File: src/rtl/instr_encoder.sv
// ---------------------------------------------------------------------------
// instr_encoder
//
// Streaming MIPS instruction encoder. Each accepted request (mnemonic id plus
// operand fields) is packed into a 32-bit MIPS word. The word is tagged with a
// sequential address and an error flag, then queued in a small FIFO. Field
// placement mirrors the pipeline decoder's field extraction exactly.
//
// Parameters
//   BASE_PC      address given to the first word after reset or restart
//   DEPTH        FIFO entries (power of two, >= 2)
//
// Ports
//   clk_i        clock
//   rst_ni       asynchronous active-low reset
//   restart_i    synchronous flush, reloads the address counter
//   in_valid_i   request valid
//   in_ready_o   encoder can accept a request
//   in_id_i      mnemonic id (0..47 legal)
//   in_rs_i      rs operand
//   in_rt_i      rt operand
//   in_rd_i      rd operand
//   in_shamt_i   shift amount (sll/srl/sra only)
//   in_imm16_i   immediate for I-type, load and store
//   in_target_i  absolute byte target for branches and j/jal
//   out_valid_o  FIFO head holds a word
//   out_ready_i  consumer takes the head word
//   out_instr_o  encoded word at the head (0 when empty)
//   out_pc_o     address of the head word (0 when empty)
//   out_err_o    head entry failed encoding (0 when empty)
//   count_o      FIFO occupancy
// ---------------------------------------------------------------------------
module instr_encoder #(
  parameter logic [31:0] BASE_PC = 32'h0000_3000,
  parameter int unsigned DEPTH   = 4
) (
  input  logic                      clk_i,
  input  logic                      rst_ni,
  input  logic                      restart_i,
  input  logic                      in_valid_i,
  output logic                      in_ready_o,
  input  logic [5:0]                in_id_i,
  input  logic [4:0]                in_rs_i,
  input  logic [4:0]                in_rt_i,
  input  logic [4:0]                in_rd_i,
  input  logic [4:0]                in_shamt_i,
  input  logic [15:0]               in_imm16_i,
  input  logic [31:0]               in_target_i,
  output logic                      out_valid_o,
  input  logic                      out_ready_i,
  output logic [31:0]               out_instr_o,
  output logic [31:0]               out_pc_o,
  output logic                      out_err_o,
  output logic [$clog2(DEPTH):0]    count_o
);

  localparam int unsigned PtrW = $clog2(DEPTH);
  localparam logic [PtrW:0] FullCount = (PtrW + 1)'(DEPTH);

  // Opcodes
  localparam logic [5:0] OpSpecial = 6'h00;
  localparam logic [5:0] OpRegimm  = 6'h01;
  localparam logic [5:0] OpJ       = 6'h02;
  localparam logic [5:0] OpJal     = 6'h03;
  localparam logic [5:0] OpBeq     = 6'h04;
  localparam logic [5:0] OpBne     = 6'h05;
  localparam logic [5:0] OpBlez    = 6'h06;
  localparam logic [5:0] OpBgtz    = 6'h07;
  localparam logic [5:0] OpAddi    = 6'h08;
  localparam logic [5:0] OpAddiu   = 6'h09;
  localparam logic [5:0] OpAndi    = 6'h0c;
  localparam logic [5:0] OpOri     = 6'h0d;
  localparam logic [5:0] OpXori    = 6'h0e;
  localparam logic [5:0] OpLb      = 6'h20;
  localparam logic [5:0] OpLh      = 6'h21;
  localparam logic [5:0] OpLw      = 6'h23;
  localparam logic [5:0] OpLbu     = 6'h24;
  localparam logic [5:0] OpLhu     = 6'h25;
  localparam logic [5:0] OpSb      = 6'h28;
  localparam logic [5:0] OpSh      = 6'h29;
  localparam logic [5:0] OpSw      = 6'h2b;

  // REGIMM rt selectors
  localparam logic [4:0] RtBltz   = 5'h00;
  localparam logic [4:0] RtBgez   = 5'h01;
  localparam logic [4:0] RtBltzal = 5'h10;

  // Mnemonic ids that are referenced individually
  localparam logic [5:0] IdJr     = 6'd24;
  localparam logic [5:0] IdJalr   = 6'd25;
  localparam logic [5:0] IdBeq    = 6'd34;
  localparam logic [5:0] IdBne    = 6'd35;
  localparam logic [5:0] IdBlez   = 6'd36;
  localparam logic [5:0] IdBgtz   = 6'd37;
  localparam logic [5:0] IdBltz   = 6'd38;
  localparam logic [5:0] IdBgez   = 6'd39;
  localparam logic [5:0] IdBltzal = 6'd40;
  localparam logic [5:0] IdJ      = 6'd41;
  localparam logic [5:0] IdJal    = 6'd42;

  // SPECIAL funct field for ids 0..25; other ids return 0.
  function automatic logic [5:0] rFunct(input logic [5:0] id);
    logic [5:0] fn;
    fn = 6'h00;
    case (id)
      6'd0:    fn = 6'h20; // add
      6'd1:    fn = 6'h21; // addu
      6'd2:    fn = 6'h22; // sub
      6'd3:    fn = 6'h23; // subu
      6'd4:    fn = 6'h24; // and
      6'd5:    fn = 6'h25; // or
      6'd6:    fn = 6'h26; // xor
      6'd7:    fn = 6'h27; // nor
      6'd8:    fn = 6'h2a; // slt
      6'd9:    fn = 6'h2b; // sltu
      6'd10:   fn = 6'h00; // sll
      6'd11:   fn = 6'h02; // srl
      6'd12:   fn = 6'h03; // sra
      6'd13:   fn = 6'h04; // sllv
      6'd14:   fn = 6'h06; // srlv
      6'd15:   fn = 6'h07; // srav
      6'd16:   fn = 6'h18; // mult
      6'd17:   fn = 6'h19; // multu
      6'd18:   fn = 6'h1a; // div
      6'd19:   fn = 6'h1b; // divu
      6'd20:   fn = 6'h10; // mfhi
      6'd21:   fn = 6'h12; // mflo
      6'd22:   fn = 6'h11; // mthi
      6'd23:   fn = 6'h13; // mtlo
      6'd24:   fn = 6'h08; // jr
      6'd25:   fn = 6'h09; // jalr
      default: fn = 6'h00;
    endcase
    return fn;
  endfunction

  // Primary opcode for the non-SPECIAL, non-REGIMM ids.
  function automatic logic [5:0] primaryOp(input logic [5:0] id);
    logic [5:0] op;
    op = OpSpecial;
    case (id)
      6'd26:   op = OpLb;
      6'd27:   op = OpLh;
      6'd28:   op = OpLw;
      6'd29:   op = OpLbu;
      6'd30:   op = OpLhu;
      6'd31:   op = OpSb;
      6'd32:   op = OpSh;
      6'd33:   op = OpSw;
      IdBeq:   op = OpBeq;
      IdBne:   op = OpBne;
      IdBlez:  op = OpBlez;
      IdBgtz:  op = OpBgtz;
      IdJ:     op = OpJ;
      IdJal:   op = OpJal;
      6'd43:   op = OpAddi;
      6'd44:   op = OpAddiu;
      6'd45:   op = OpAndi;
      6'd46:   op = OpOri;
      6'd47:   op = OpXori;
      default: op = OpSpecial;
    endcase
    return op;
  endfunction

  function automatic logic [31:0] rWord(input logic [4:0] rs, input logic [4:0] rt,
                                        input logic [4:0] rd, input logic [4:0] sh,
                                        input logic [5:0] fn);
    return {OpSpecial, rs, rt, rd, sh, fn};
  endfunction

  function automatic logic [31:0] iWord(input logic [5:0] op, input logic [4:0] rs,
                                        input logic [4:0] rt, input logic [15:0] imm);
    return {op, rs, rt, imm};
  endfunction

  function automatic logic [31:0] jWord(input logic [5:0] op, input logic [25:0] idx);
    return {op, idx};
  endfunction

  // State
  logic [31:0]     pc_q, pc_d;
  logic [PtrW-1:0] wrPtr_q, wrPtr_d;
  logic [PtrW-1:0] rdPtr_q, rdPtr_d;
  logic [PtrW:0]   count_q, count_d;

  logic [31:0] instrMem_q [DEPTH];
  logic [31:0] pcMem_q    [DEPTH];
  logic        errMem_q   [DEPTH];

  logic        push;
  logic        pop;
  logic        full;

  logic [31:0]        pcPlus4;
  logic signed [31:0] brDiff;
  logic signed [31:0] brShift;
  logic               brErr;
  logic               jmpErr;
  logic [31:0]        encWord;
  logic               encErr;

  assign full       = (count_q == FullCount);
  assign in_ready_o = !full && !restart_i;
  assign push       = in_valid_i && in_ready_o;
  // Restart wins over a pop in the same cycle.
  assign pop        = out_valid_o && out_ready_i && !restart_i;

  assign pcPlus4 = pc_q + 32'd4;

  // Branch offset is measured from the delay-slot address; it is only
  // representable if bits [31:15] of the shifted difference are a pure
  // sign extension of bit 15.
  assign brDiff  = $signed(in_target_i - pcPlus4);
  assign brShift = brDiff >>> 2;
  assign brErr   = (in_target_i[1:0] != 2'b00)
                 || !((brShift[31:15] == '0) || (brShift[31:15] == '1));
  assign jmpErr  = (in_target_i[1:0] != 2'b00)
                 || (in_target_i[31:28] != pcPlus4[31:28]);

  // Encoder: unused fields are forced to zero; illegal ids give a zero word.
  always_comb begin
    encWord = '0;
    encErr  = 1'b0;
    case (in_id_i) inside
      [6'd0:6'd9], [6'd13:6'd15]:
        encWord = rWord(in_rs_i, in_rt_i, in_rd_i, 5'd0, rFunct(in_id_i));
      [6'd10:6'd12]:
        encWord = rWord(5'd0, in_rt_i, in_rd_i, in_shamt_i, rFunct(in_id_i));
      [6'd16:6'd19]:
        encWord = rWord(in_rs_i, in_rt_i, 5'd0, 5'd0, rFunct(in_id_i));
      6'd20, 6'd21:
        encWord = rWord(5'd0, 5'd0, in_rd_i, 5'd0, rFunct(in_id_i));
      6'd22, 6'd23, IdJr:
        encWord = rWord(in_rs_i, 5'd0, 5'd0, 5'd0, rFunct(in_id_i));
      IdJalr:
        encWord = rWord(in_rs_i, 5'd0, in_rd_i, 5'd0, rFunct(in_id_i));
      [6'd26:6'd33], [6'd43:6'd47]:
        encWord = iWord(primaryOp(in_id_i), in_rs_i, in_rt_i, in_imm16_i);
      IdBeq, IdBne: begin
        encWord = iWord(primaryOp(in_id_i), in_rs_i, in_rt_i, brShift[15:0]);
        encErr  = brErr;
      end
      IdBlez, IdBgtz: begin
        encWord = iWord(primaryOp(in_id_i), in_rs_i, 5'd0, brShift[15:0]);
        encErr  = brErr;
      end
      IdBltz: begin
        encWord = iWord(OpRegimm, in_rs_i, RtBltz, brShift[15:0]);
        encErr  = brErr;
      end
      IdBgez: begin
        encWord = iWord(OpRegimm, in_rs_i, RtBgez, brShift[15:0]);
        encErr  = brErr;
      end
      IdBltzal: begin
        encWord = iWord(OpRegimm, in_rs_i, RtBltzal, brShift[15:0]);
        encErr  = brErr;
      end
      IdJ, IdJal: begin
        encWord = jWord(primaryOp(in_id_i), in_target_i[27:2]);
        encErr  = jmpErr;
      end
      default: begin
        encWord = '0;
        encErr  = 1'b1;
      end
    endcase
  end

  // Pointer, occupancy and address-counter next state. Restart clears the
  // queue and reloads the counter regardless of push/pop.
  always_comb begin
    wrPtr_d = wrPtr_q;
    rdPtr_d = rdPtr_q;
    count_d = count_q;
    pc_d    = pc_q;
    if (restart_i) begin
      wrPtr_d = '0;
      rdPtr_d = '0;
      count_d = '0;
      pc_d    = BASE_PC;
    end else begin
      if (push) begin
        wrPtr_d = wrPtr_q + PtrW'(1);
        pc_d    = pcPlus4;
      end
      if (pop) begin
        rdPtr_d = rdPtr_q + PtrW'(1);
      end
      if (push && !pop) begin
        count_d = count_q + (PtrW + 1)'(1);
      end else if (pop && !push) begin
        count_d = count_q - (PtrW + 1)'(1);
      end
    end
  end

  always_ff @(posedge clk_i or negedge rst_ni) begin
    if (!rst_ni) begin
      wrPtr_q <= '0;
      rdPtr_q <= '0;
      count_q <= '0;
      pc_q    <= BASE_PC;
    end else begin
      wrPtr_q <= wrPtr_d;
      rdPtr_q <= rdPtr_d;
      count_q <= count_d;
      pc_q    <= pc_d;
    end
  end

  // Storage needs no reset: an entry is only visible while count_q covers it.
  always_ff @(posedge clk_i) begin
    if (push) begin
      instrMem_q[wrPtr_q] <= encWord;
      pcMem_q[wrPtr_q]    <= pc_q;
      errMem_q[wrPtr_q]   <= encErr;
    end
  end

  // Head fields read as zero while the queue is empty.
  assign out_valid_o = (count_q != '0);
  assign out_instr_o = out_valid_o ? instrMem_q[rdPtr_q] : 32'd0;
  assign out_pc_o    = out_valid_o ? pcMem_q[rdPtr_q]    : 32'd0;
  assign out_err_o   = out_valid_o ? errMem_q[rdPtr_q]   : 1'b0;
  assign count_o     = count_q;

endmodule

File: config.mk
export PLATFORM = sky130hd
export DESIGN_NAME = instr_encoder
export DESIGN_NICKNAME = d
export VERILOG_FILES = /design/src/rtl/instr_encoder.sv
export SDC_FILE = /design/constraint.sdc
export NUM_CORES = 1
export LEC_CHECK = 0
export ABC_AREA = 1
export CAP_MARGIN = 20
export CORE_ASPECT_RATIO = 1.1
export CORE_MARGIN = 2
export CORE_UTILIZATION = 35
export DETAILED_ROUTE_END_ITERATION = 7
export GPL_TIMING_DRIVEN = 0
export PLACE_DENSITY = 0.51
export SYNTH_ARGS = -nofsm -noshare
export SYNTH_HDL_FRONTEND = slang
export SYNTH_SLANG_ARGS = --single-unit
File: constraint.sdc
create_clock -name clk_i -period 4.1 [get_ports clk_i]
set_input_delay 0.82 -clock clk_i [delete_from_list [all_inputs] [get_ports clk_i]]
set_output_delay 0.82 -clock clk_i [all_outputs]
set_load 0.01 [all_outputs]
==> impl_metrics.yaml, run 1 <==
global_route:
  antenna_found_initial: 0
  grt.total_usage_pct: 22.85
  grt_max_degree: 36
  grt_pass1_wl_mm: 77.29
  gr-total-overflow: 0
  grt_pass1_vias: 12314
cells_and_area:
  final_cell_mix: "nor2_1 (324), edfxtp_1 (248), nand2_1 (229)"
  antenna_cells: 0
  final_common_cell: "nor2_1"
  fin_area_um2: 19460
  drive_gt1_share_pct: 12.95
  fin_cells: 2504
  syn_to_final_growth_pct: 27.64
  fin_nets: 2028
critical_path:
  timing.rr.start: "pc_q[2]$_DFFE_PN0N_"
  r2r_cells: 22
  critical_path_class: "input port to flop"
  critPathLaunchType: "input port"
  arrival_ps: 4280
  r2r_setup_slack_ps: 150
  critPathMaxFanout: 10
  crit_path_end_kind: "flop"
  worstSetupStartpoint: "in_id_i[1]"
  timing.rr.end: "errMem_q[3]$_DFFE_PP_"
  critPathRequiredTime_ps: 4430
synthesis:
  synth_simple_gate_area_share_pct: 20.31
  synth_top_area_cell: "edfxtp_1"
  yosysTopAreaCellShare_pct: 48.85
  synth_area_leaders: "edfxtp_1 (49%), nor2_1 (8.4%), o21ai_0 (6.3%)"
  ys_ff_latch: 285
  synthCells: 1681
  yosys_warnings: 0
  synth_area_um2: 15240
  synthXorXnorAreaFrac_pct: 1.896
  synth_edf_count: 248
  yosysSeqAreaShare_pct: 54.94
  synth_mux_area_share_pct: 0
  syn_area_per_cell_um2: 9.069
  async_flop_share_pct: 12.98
  synth.distinct_cells: 56
  synth_fa_ha_area_share_pct: 3.578
  synth_compound_area_share_pct: 13.97
  synth_top_family_by_area: "simple AND/OR/NAND/NOR gates"
  synthFlopType: "edfxtp_1"
timing:
  setup_slack_ps: 143.9
  fin_crit_sh_pct: 96.49
  whs_ps: 54.73
  max_freq_mhz: 252.8
  relSlewSlack_pct: 37.17
  finalHoldViolations: 0
  drv_slew: 0
  fin_crit_ps: 3956
  finalSetupViolCount: 0
  max_slew.worst_pin.slew_ps: 942.4
  fin_skew_ps: 22.74
floorplanning:
  die_h_um: 222.9
  core_um2: 43140
  io_pins: 149
  chipWidth_um: 203.0
  fp-row-count: 80
  start_util_pct: 35.34
  die-area_um2: 45240
detailed_routing:
  final_antenna_net_count: 0
  drt_first_iter_violations: 964
  wirelength_mm: 52.52
  viasPerCell: 5.173
  wl_per_cell_um: 20.98
  drc: 0
  drtPass1Iterations: 5
  vias: 12953
power_and_ir_drop:
  p_clk_share_pct: 31.5
  combPwrFrac_pct: 31.6
  internal-power_uw: 6297
  p_switching_uw: 2991
  p_leak_uw: 0.007312
  peakVddDrop_uv: 278.1
  p_sw_share_pct: 32.20
  power.density_nw_per_um2: 477.3
  pwr-share-seq_pct: 36.9
outcome:
  status: "completed"
min_path:
  hp-class: "input port to asynchronous set/reset pin"
clock_tree:
  cts_tree: "built"
  path_clk_slew_ps: 60
  cts.path.max_buffers: 3
  numCtsBuffers: 30
  insertion_delay_ps: 570
  ctsHoldBuffers: 0
  clock-sinks: 285
  ctsHtreeMaxLevel: 1
  root_buffer: "clkbuf_16"
place:
  pre_cts_ws_ps: -684.3
  place_congestion: 0.9900
  placedInstanceArea_um2: 17670
  hpwl_mm: 38.68
  dp_cells: 2412
  portBuffers: 144
job:
  maxCapViolCount: 0
==> flip-flops by register name, summed over array words and instances (netlist names) <==
signal and cells:
pcMem_q 120, wrPtr_q 2, pc_q 30, errMem_q 4
instrMem_q 124, rdPtr_q 2, count_o 3
==> through the flow <==
stage	power [µW]	utilization (%)	TNS, ps
floorplan	4859	-	-138180
global placement	6362	40.36	-1044580
detailed placement	6387	40.96	-24780
CTS	9358	44.17	0
global route	9727	45.10	-351.0
finish	9288	45.10	0
==> cell type report <==
cell class / instances / area (µm²)
buffer: 67 / 320.3
clock buffer: 36 / 804.5
clock inverter: 20 / 255.2
fill: 4090 / 23680
inverter: 132 / 499.2
multi-input combinational: 1197 / 6518
sequential: 285 / 8392
tap: 574 / 718.2
timing repair buffer: 193 / 1952
==> power by group through the flow <==
| stage | sequential, µW | combinational (µW) | clock, µW |
|---|---|---|---|
| finish | 3430 | 2930 | 2930 |
| global route | 3440 | 3200 | 3090 |
| CTS | 3420 | 2950 | 2980 |
| detailed placement | 3470 | 2920 | 0 |
| global placement | 3490 | 2870 | 0 |
| floorplan | 3470 | 1390 | 0 |
==> per-layer routing <==
layer	wire length, µm	track usage, %
met4	1443	6.852
met5	0	0
met1	23150	31.96
met3	3179	2.498
met2	24750	37.44
==> worst max path at each step <==
stage                                             end  slack, ps  cells after the start
after floorplan                 errMem_q[0]$_DFFE_PP_       -560                      4
after global placement    instrMem_q[3][18]$_DFFE_PP_      -4220                      5
after detailed placement        errMem_q[2]$_DFFE_PP_       -680                     25
after CTS                       errMem_q[3]$_DFFE_PP_          2                     24
after global routing            errMem_q[0]$_DFFE_PP_        -90                     27
final                      instrMem_q[3][9]$_DFFE_PP_        140                     16
==> timing repair <==
item,CTS,global route
gates cloned,0,0
pin swaps,11,37
buffers inserted,15,23
setup endpoints to repair,66,19
resized for setup,66,57
==> Yosys cell counts, types with 11 or more instances <==
| cell | instances |
|---|---|
| xor2_1 | 30 |
| nand4_1 | 13 |
| o22ai_1 | 24 |
| a31oi_1 | 11 |
| nor3_1 | 28 |
| dfrtp_1 | 35 |
| inv_1 | 128 |
| clkbuf_1 | 48 |
| a21oi_1 | 125 |
| ha_1 | 42 |
| nand3_1 | 56 |
| edfxtp_1 | 248 |
| o21ai_0 | 193 |
| nor2_1 | 340 |
| nand2_1 | 238 |
==> critical path: stages <==
cell             delay, ps
clkdlybuf4s50_1        630
inv_1                  240
ha_1                   320
o21a_1                 190
inv_1                   80
nor2_1                  40
inv_1                   90
nand2_1                170
nor2_4                 260
nand2_2                130
inv_2                  210
buf_4                  220
a21oi_1                 80
o21ai_1                160
o211ai_1               230
a21oi_1                400
==> kinds of logic after synthesis <==
group	after synthesis
other	1
xor gates and xnor gates	33
adders and majority gates	43
AOI/OAI and AO/OA	393
and+or+nand+nor	725
buffers and inverters	201
DFF	285
Power figures use the tool's default switching activity.
==> inputs of run 2 (changes only) <==
Settings changed: CAP_MARGIN 20 to 30, TNS_END_PERCENT from default to 20.
==> run 2 against run 1 <==
  * The flow now finishes with violations (setup timing)
  * Clock skew is 8.8 ps lower
  * Register-to-register slack worse by 150 ps
  * Worst hold slack worse by 11 ps
  * Global-route usage is 0.24 points lower
  * Count of clock-buffer cells in the layout is 3 higher
  * Combinational power hardly changed
  * Sequential share of layout area is 0.25 points higher
  * Critical endpoint is now errMem_q[3]$_DFFE_PP_
  * Largest cell class unchanged
  * Largest power group unchanged
  * Highest routed layer unchanged
==> impl_metrics.yaml, run 2 (synthesis results as in run 1) <==
global_route:
  grt_pass1_vias: 12173
  grt_max_degree: 36
  use_met3_pct: 2.293
  grt_pass1_wl_mm: 76.18
  grt.total_usage_pct: 22.61
  grtUsageMet1_pct: 31.53
  grt_util_met2_pct: 37.00
  gr-max-usage-layer: "met2"
  gr-total-overflow: 0
  antenna_found_initial: 0
clock_tree:
  numCtsBuffers: 30
  path_clk_slew_ps: 60
  root_buffer: "clkbuf_16"
  insertion_delay_ps: 570
  ctsHoldBuffers: 0
  cts.path.max_buffers: 3
  ctsHtreeMaxLevel: 1
  cts_tree: "built"
  clock-sinks: 285
timing:
  setup_slack_ps: -2.435
  drv_slew: 0
  fin_skew_ps: 13.97
  max_freq_mhz: 243.8
  max_slew.worst_pin.slew_ps: 916.4
  fin_crit_sh_pct: 100.1
  finalSetupViolCount: 3
  finalHoldViolations: 0
  relSlewSlack_pct: 38.91
  setup-tns-final_ps: -7.220
  fin_crit_ps: 4102
  grt_setup_unrepaired: "yes"
floorplanning:
  fp-row-count: 80
  die-area_um2: 45240
  die_h_um: 222.9
  chipWidth_um: 203.0
  core_um2: 43140
  start_util_pct: 35.34
  io_pins: 149
detailed_routing:
  vias: 12849
  drtPass1Iterations: 6
  drt_first_iter_violations: 878
  wirelength_mm: 52.25
  drc: 0
  viasPerCell: 5.148
  wl_per_cell_um: 20.93
  final_antenna_net_count: 0
power_and_ir_drop:
  p_clk_share_pct: 29.9
  pwr-share-seq_pct: 37.9
  combPwrFrac_pct: 32.2
  p_sw_share_pct: 32.85
  peakVddDrop_uv: 228.0
  power.density_nw_per_um2: 467.6
  p_switching_uw: 2972
  internal-power_uw: 6075
  p_leak_uw: 0.007234
place:
  portBuffers: 144
  placedInstanceArea_um2: 17670
  hpwl_mm: 38.74
  place_congestion: 0.9900
  dp_cells: 2412
critical_path:
  critPathLaunchType: "flop"
  critPathMaxFanout: 5
  arrival_ps: 4410
  critical_path_class: "flop to flop"
  crit_path_end_kind: "flop"
  critPathRequiredTime_ps: 4410
min_path:
  hp-class: "input port to asynchronous set/reset pin"
cells_and_area:
  fin_cells: 2496
  final_cell_mix: "nor2_1 (325), edfxtp_1 (248), nand2_1 (225)"
  syn_to_final_growth_pct: 26.92
  top_register: "instrMem_q"
  final_common_cell: "nor2_1"
  fin_nets: 2021
  antenna_cells: 0
  largest_reg_flops: 124
  drive_gt1_share_pct: 12.80
  top_regs: "instrMem_q x124, pcMem_q x120, pc_q x30"
  fin_area_um2: 19350
outcome:
  violations: "setup timing"
  status: "finished with violations"
job:
  maxCapViolCount: 0
-- run 2: cell count changes in the layout (fill, tap and decap cells not counted), sizes merged --
cell,previous run,this run
buf,68,60
clkbuf,85,89
bufinv,6,2
-- run 2: power groups by stage --
stage / clock network, µW / logic (µW) / registers (µW)
floorplan: 0 / 1390 / 3470
global placement: 0 / 2870 / 3490
detailed placement: 0 / 2920 / 3470
CTS: 2770 / 2930 / 3430
global route: 2880 / 3180 / 3440
finish: 2710 / 2920 / 3430
-- run 2: repair_timing --
action / CTS / global route
resized for setup: 45 / 83
setup buffers: 7 / 24
pin swaps: 4 / 39
endpoints found under the setup margin: 66 / 12
-- run 2: layout make-up --
cell class                 instances  area [µm²]
fill                            4188       23790
sequential                       285        8392
multi-input combinational       1197        6545
timing repair buffer             186        1903
clock buffer                      39       835.8
tap                              574       718.2
inverter                         132       501.7
buffer                            67       317.8
clock inverter                    16       135.1
-- run 2: metrics by stage --
stage	utilization, %	worst slack, ps	power [µW]	hold slack [ps]
after floorplan	-	-557.2	4859	496.0
after global placement	40.36	-4223	6362	539.9
after detailed placement	40.96	-663.8	6389	555.7
after CTS	43.64	-103.4	9130	19.38
after global routing	44.85	-169.5	9497	27.41
final	44.85	-2.435	9047	43.41
-- run 2: worst paths after layout --
check	endpoint	start	slack, ps	depth (start not counted)
worst max register to register	errMem_q[3]$_DFFE_PP_	pc_q[12]$_DFFE_PN1N_	-2	22
worst min-delay path	pc_q[29]$_DFFE_PN0N_	rst_ni	40	1
max in group asynchronous	pc_q[12]$_DFFE_PN1N_	rst_ni	3570	2
worst min register to register	pc_q[7]$_DFFE_PN0N_	pc_q[7]$_DFFE_PN0N_	540	2
worst max-delay path	errMem_q[3]$_DFFE_PP_	pc_q[12]$_DFFE_PN1N_	-2	22
min in group clk_i	pc_q[7]$_DFFE_PN0N_	pc_q[7]$_DFFE_PN0N_	540	2
-- run 2: per-layer routing --
layer / vias up / routed length (µm)
met1: 6148 / 23190
met3: 71 / 2959
met5: - / 0
met4: 0 / 1679
met2: 397 / 24420
li1: 6233 / -
-- run 2: critical path: stages, from the launching register on --
cell and delay (ps):
dfstp_2 570, buf_6 120, nand2_2 60, nor3_2 180, nand3_2 130, inv_2 100, nand4_4 120, or4_4 550
buf_4 180, xor2_4 160, ha_4 320, nand2_2 100, nor2_4 170, nand2_1 60, nand3b_1 250, nand2_1 120
nand2_1 50, nand2_1 70, nand3_1 80, nor2_1 120, nand3_1 100, nand2_2 130, a21oi_4 90
==> inputs of run 3 (changes only) <==
Settings changed: CAP_MARGIN 30 to 15, CORE_ASPECT_RATIO 1.1 to 1.5, SKIP_LAST_GASP from default to 1.
==> run 3 against run 2 <==
  * The run still ends with setup timing left
  * Non-clock buffer count fell by 10
  * Clock skew fell by 2.9 ps
  * Utilization decreased by 0.53 points
  * Power shrank 4.1%
  * Register-to-register slack improved by 120 ps
  * Highest routed layer is now met5
  * Clock power shrank 14%
  * Critical path depth shrank 16
  * Global-route usage increased by 0.090 points
  * Combinational power hardly changed
  * Routed wire length grew 1.1%
  * First-iteration DRC count shrank 3.2%
  * Worst hold slack improved by 39 ps
  * Largest cell class unchanged
==> impl_metrics.yaml, run 3 (synthesis results as in run 1) <==
detailed_routing:
  drc: 0
  wl_per_cell_um: 21.35
  drt_first_iter_violations: 850
  final_antenna_net_count: 0
  drtPass1Iterations: 7
  wirelength_mm: 52.82
  vias: 12912
  viasPerCell: 5.219
floorplanning:
  fp-row-count: 93
  io_pins: 149
  die-area_um2: 45280
  start_util_pct: 35.50
  chipWidth_um: 174.4
  core_um2: 42940
  die_h_um: 259.6
global_route:
  antenna_found_initial: 3
  gr-total-overflow: 0
  grt.total_usage_pct: 22.70
  grt_max_degree: 35
  grt_pass1_wl_mm: 76.60
  grt_pass1_vias: 12430
clock_tree:
  root_buffer: "clkbuf_16"
  cts.path.max_buffers: 3
  ctsHoldBuffers: 0
  numCtsBuffers: 27
  ctsHtreeMaxLevel: 1
  cts_tree: "built"
  insertion_delay_ps: 550
  path_clk_slew_ps: 70
  clock-sinks: 285
timing:
  setup_slack_ps: -13.18
  relSlewSlack_pct: 38.30
  finalSetupViolCount: 1
  grt_setup_unrepaired: "yes"
  max_slew.worst_pin.slew_ps: 923.3
  finalHoldViolations: 0
  drv_slew: 0
  max_freq_mhz: 243.1
  fin_crit_sh_pct: 100.3
  fin_crit_ps: 4113
  fin_skew_ps: 11.08
  setup-tns-final_ps: -13.18
cells_and_area:
  final_cell_mix: "nor2_1 (327), edfxtp_1 (248), nand2_1 (230)"
  top_regs: "instrMem_q x124, pcMem_q x120, pc_q x30"
  final_common_cell: "nor2_1"
  top_register: "instrMem_q"
  largest_reg_flops: 124
  syn_to_final_growth_pct: 24.84
  drive_gt1_share_pct: 10.67
  utilization_pct: 44.32
  fin_nets: 2008
  fin_area_um2: 19030
  fillers: 4143
place:
  placedInstanceArea_um2: 17670
  portBuffers: 144
  place_congestion: 0.9182
  hpwl_mm: 39.37
  pre_cts_ws_ps: -630.7
power_and_ir_drop:
  p_leak_uw: 0.007087
  power.density_nw_per_um2: 455.9
  peakVddDrop_uv: 276.5
  finalPower_uw: 8676
min_path:
  hp-class: "input port to asynchronous set/reset pin"
critical_path:
  crit_path_end_kind: "output pin"
  critPathLaunchType: "flop"
  critPathMaxFanout: 10
  arrival_ps: 3290
  critical_path_class: "flop to output pin"
  critPathRequiredTime_ps: 3280
outcome:
  status: "finished with violations"
  violations: "setup timing"
job:
  maxCapViolCount: 0
==> run 3: path summary, 6_finish.rpt <==
kind	slack [ps]	endpoint	cells past startpoint	startpoint
min	80	count_o[2]$_DFFE_PN0P_	1	rst_ni
max in group asynchronous	3530	pc_q[13]$_DFFE_PN1N_	2	rst_ni
min reg2reg	570	pc_q[2]$_DFFE_PN0N_	2	pc_q[2]$_DFFE_PN0N_
max	-10	out_instr_o[22]	6	rdPtr_q[0]$_DFFE_PN0P_
min in group clk_i	570	pc_q[2]$_DFFE_PN0N_	2	pc_q[2]$_DFFE_PN0N_
max reg2reg	120	instrMem_q[0][15]$_DFFE_PP_	21	pc_q[2]$_DFFE_PN0N_
==> run 3: through the flow <==
stage / instances / hold WS, ps
3_5_place_dp: 2408 / 562.8
6_report: 2474 / 82.25
4_1_cts: 2460 / 65.26
5_1_grt: 2472 / 65.77
3_3_place_gp: 2397 / 548.1
2_1_floorplan: 1683 / 496.0
==> run 3: cell type report <==
class | instances | area, µm² | share of cell area [%]
Sequential cell | 285 | 8389 | 44.08
Tap cell | 570 | 713.2 | 3.748
Inverter | 132 | 499.2 | 2.623
Buffer | 67 | 312.8 | 1.644
Antenna cell | 2 | 5.005 | 0.02630
Multi-Input combinational cell | 1197 | 6494 | 34.12
Timing Repair Buffer | 176 | 1832 | 9.625
Clock inverter | 7 | 58.81 | 0.3090
Clock buffer | 38 | 726.9 | 3.820
==> run 3: repair_timing <==
action / CTS / global route
pin swaps: 4 / 25
gates resized for setup: 40 / 65
setup endpoints to repair: 70 / 42
buffers inserted: 9 / 12
==> run 3: worst max-delay path, stage by stage, from the launching register on <==
cell and delay (ps):
dfrtp_2 540, clkinvlp_4 320, clkbuf_2 430, clkbuf_1 470
o21ai_0 190, a21oi_1 200, clkdlybuf4s50_1 570
==> run 3: report_power, final <==
part | switching [µW] | internal [µW]
Clock | 1030 | 1290
Sequential | 73.7 | 3350
Combinational | 1760 | 1180
==> run 3: per-layer routing <==
metal / vias up / track usage (%) / routed length (µm)
li1: 6200 / - / -
met1: 6202 / 26.57 / 20230
met2: 399 / 41.24 / 27000
met3: 107 / 2.661 / 2865
met4: 4 / 10.81 / 2695
met5: - / 0 / 25
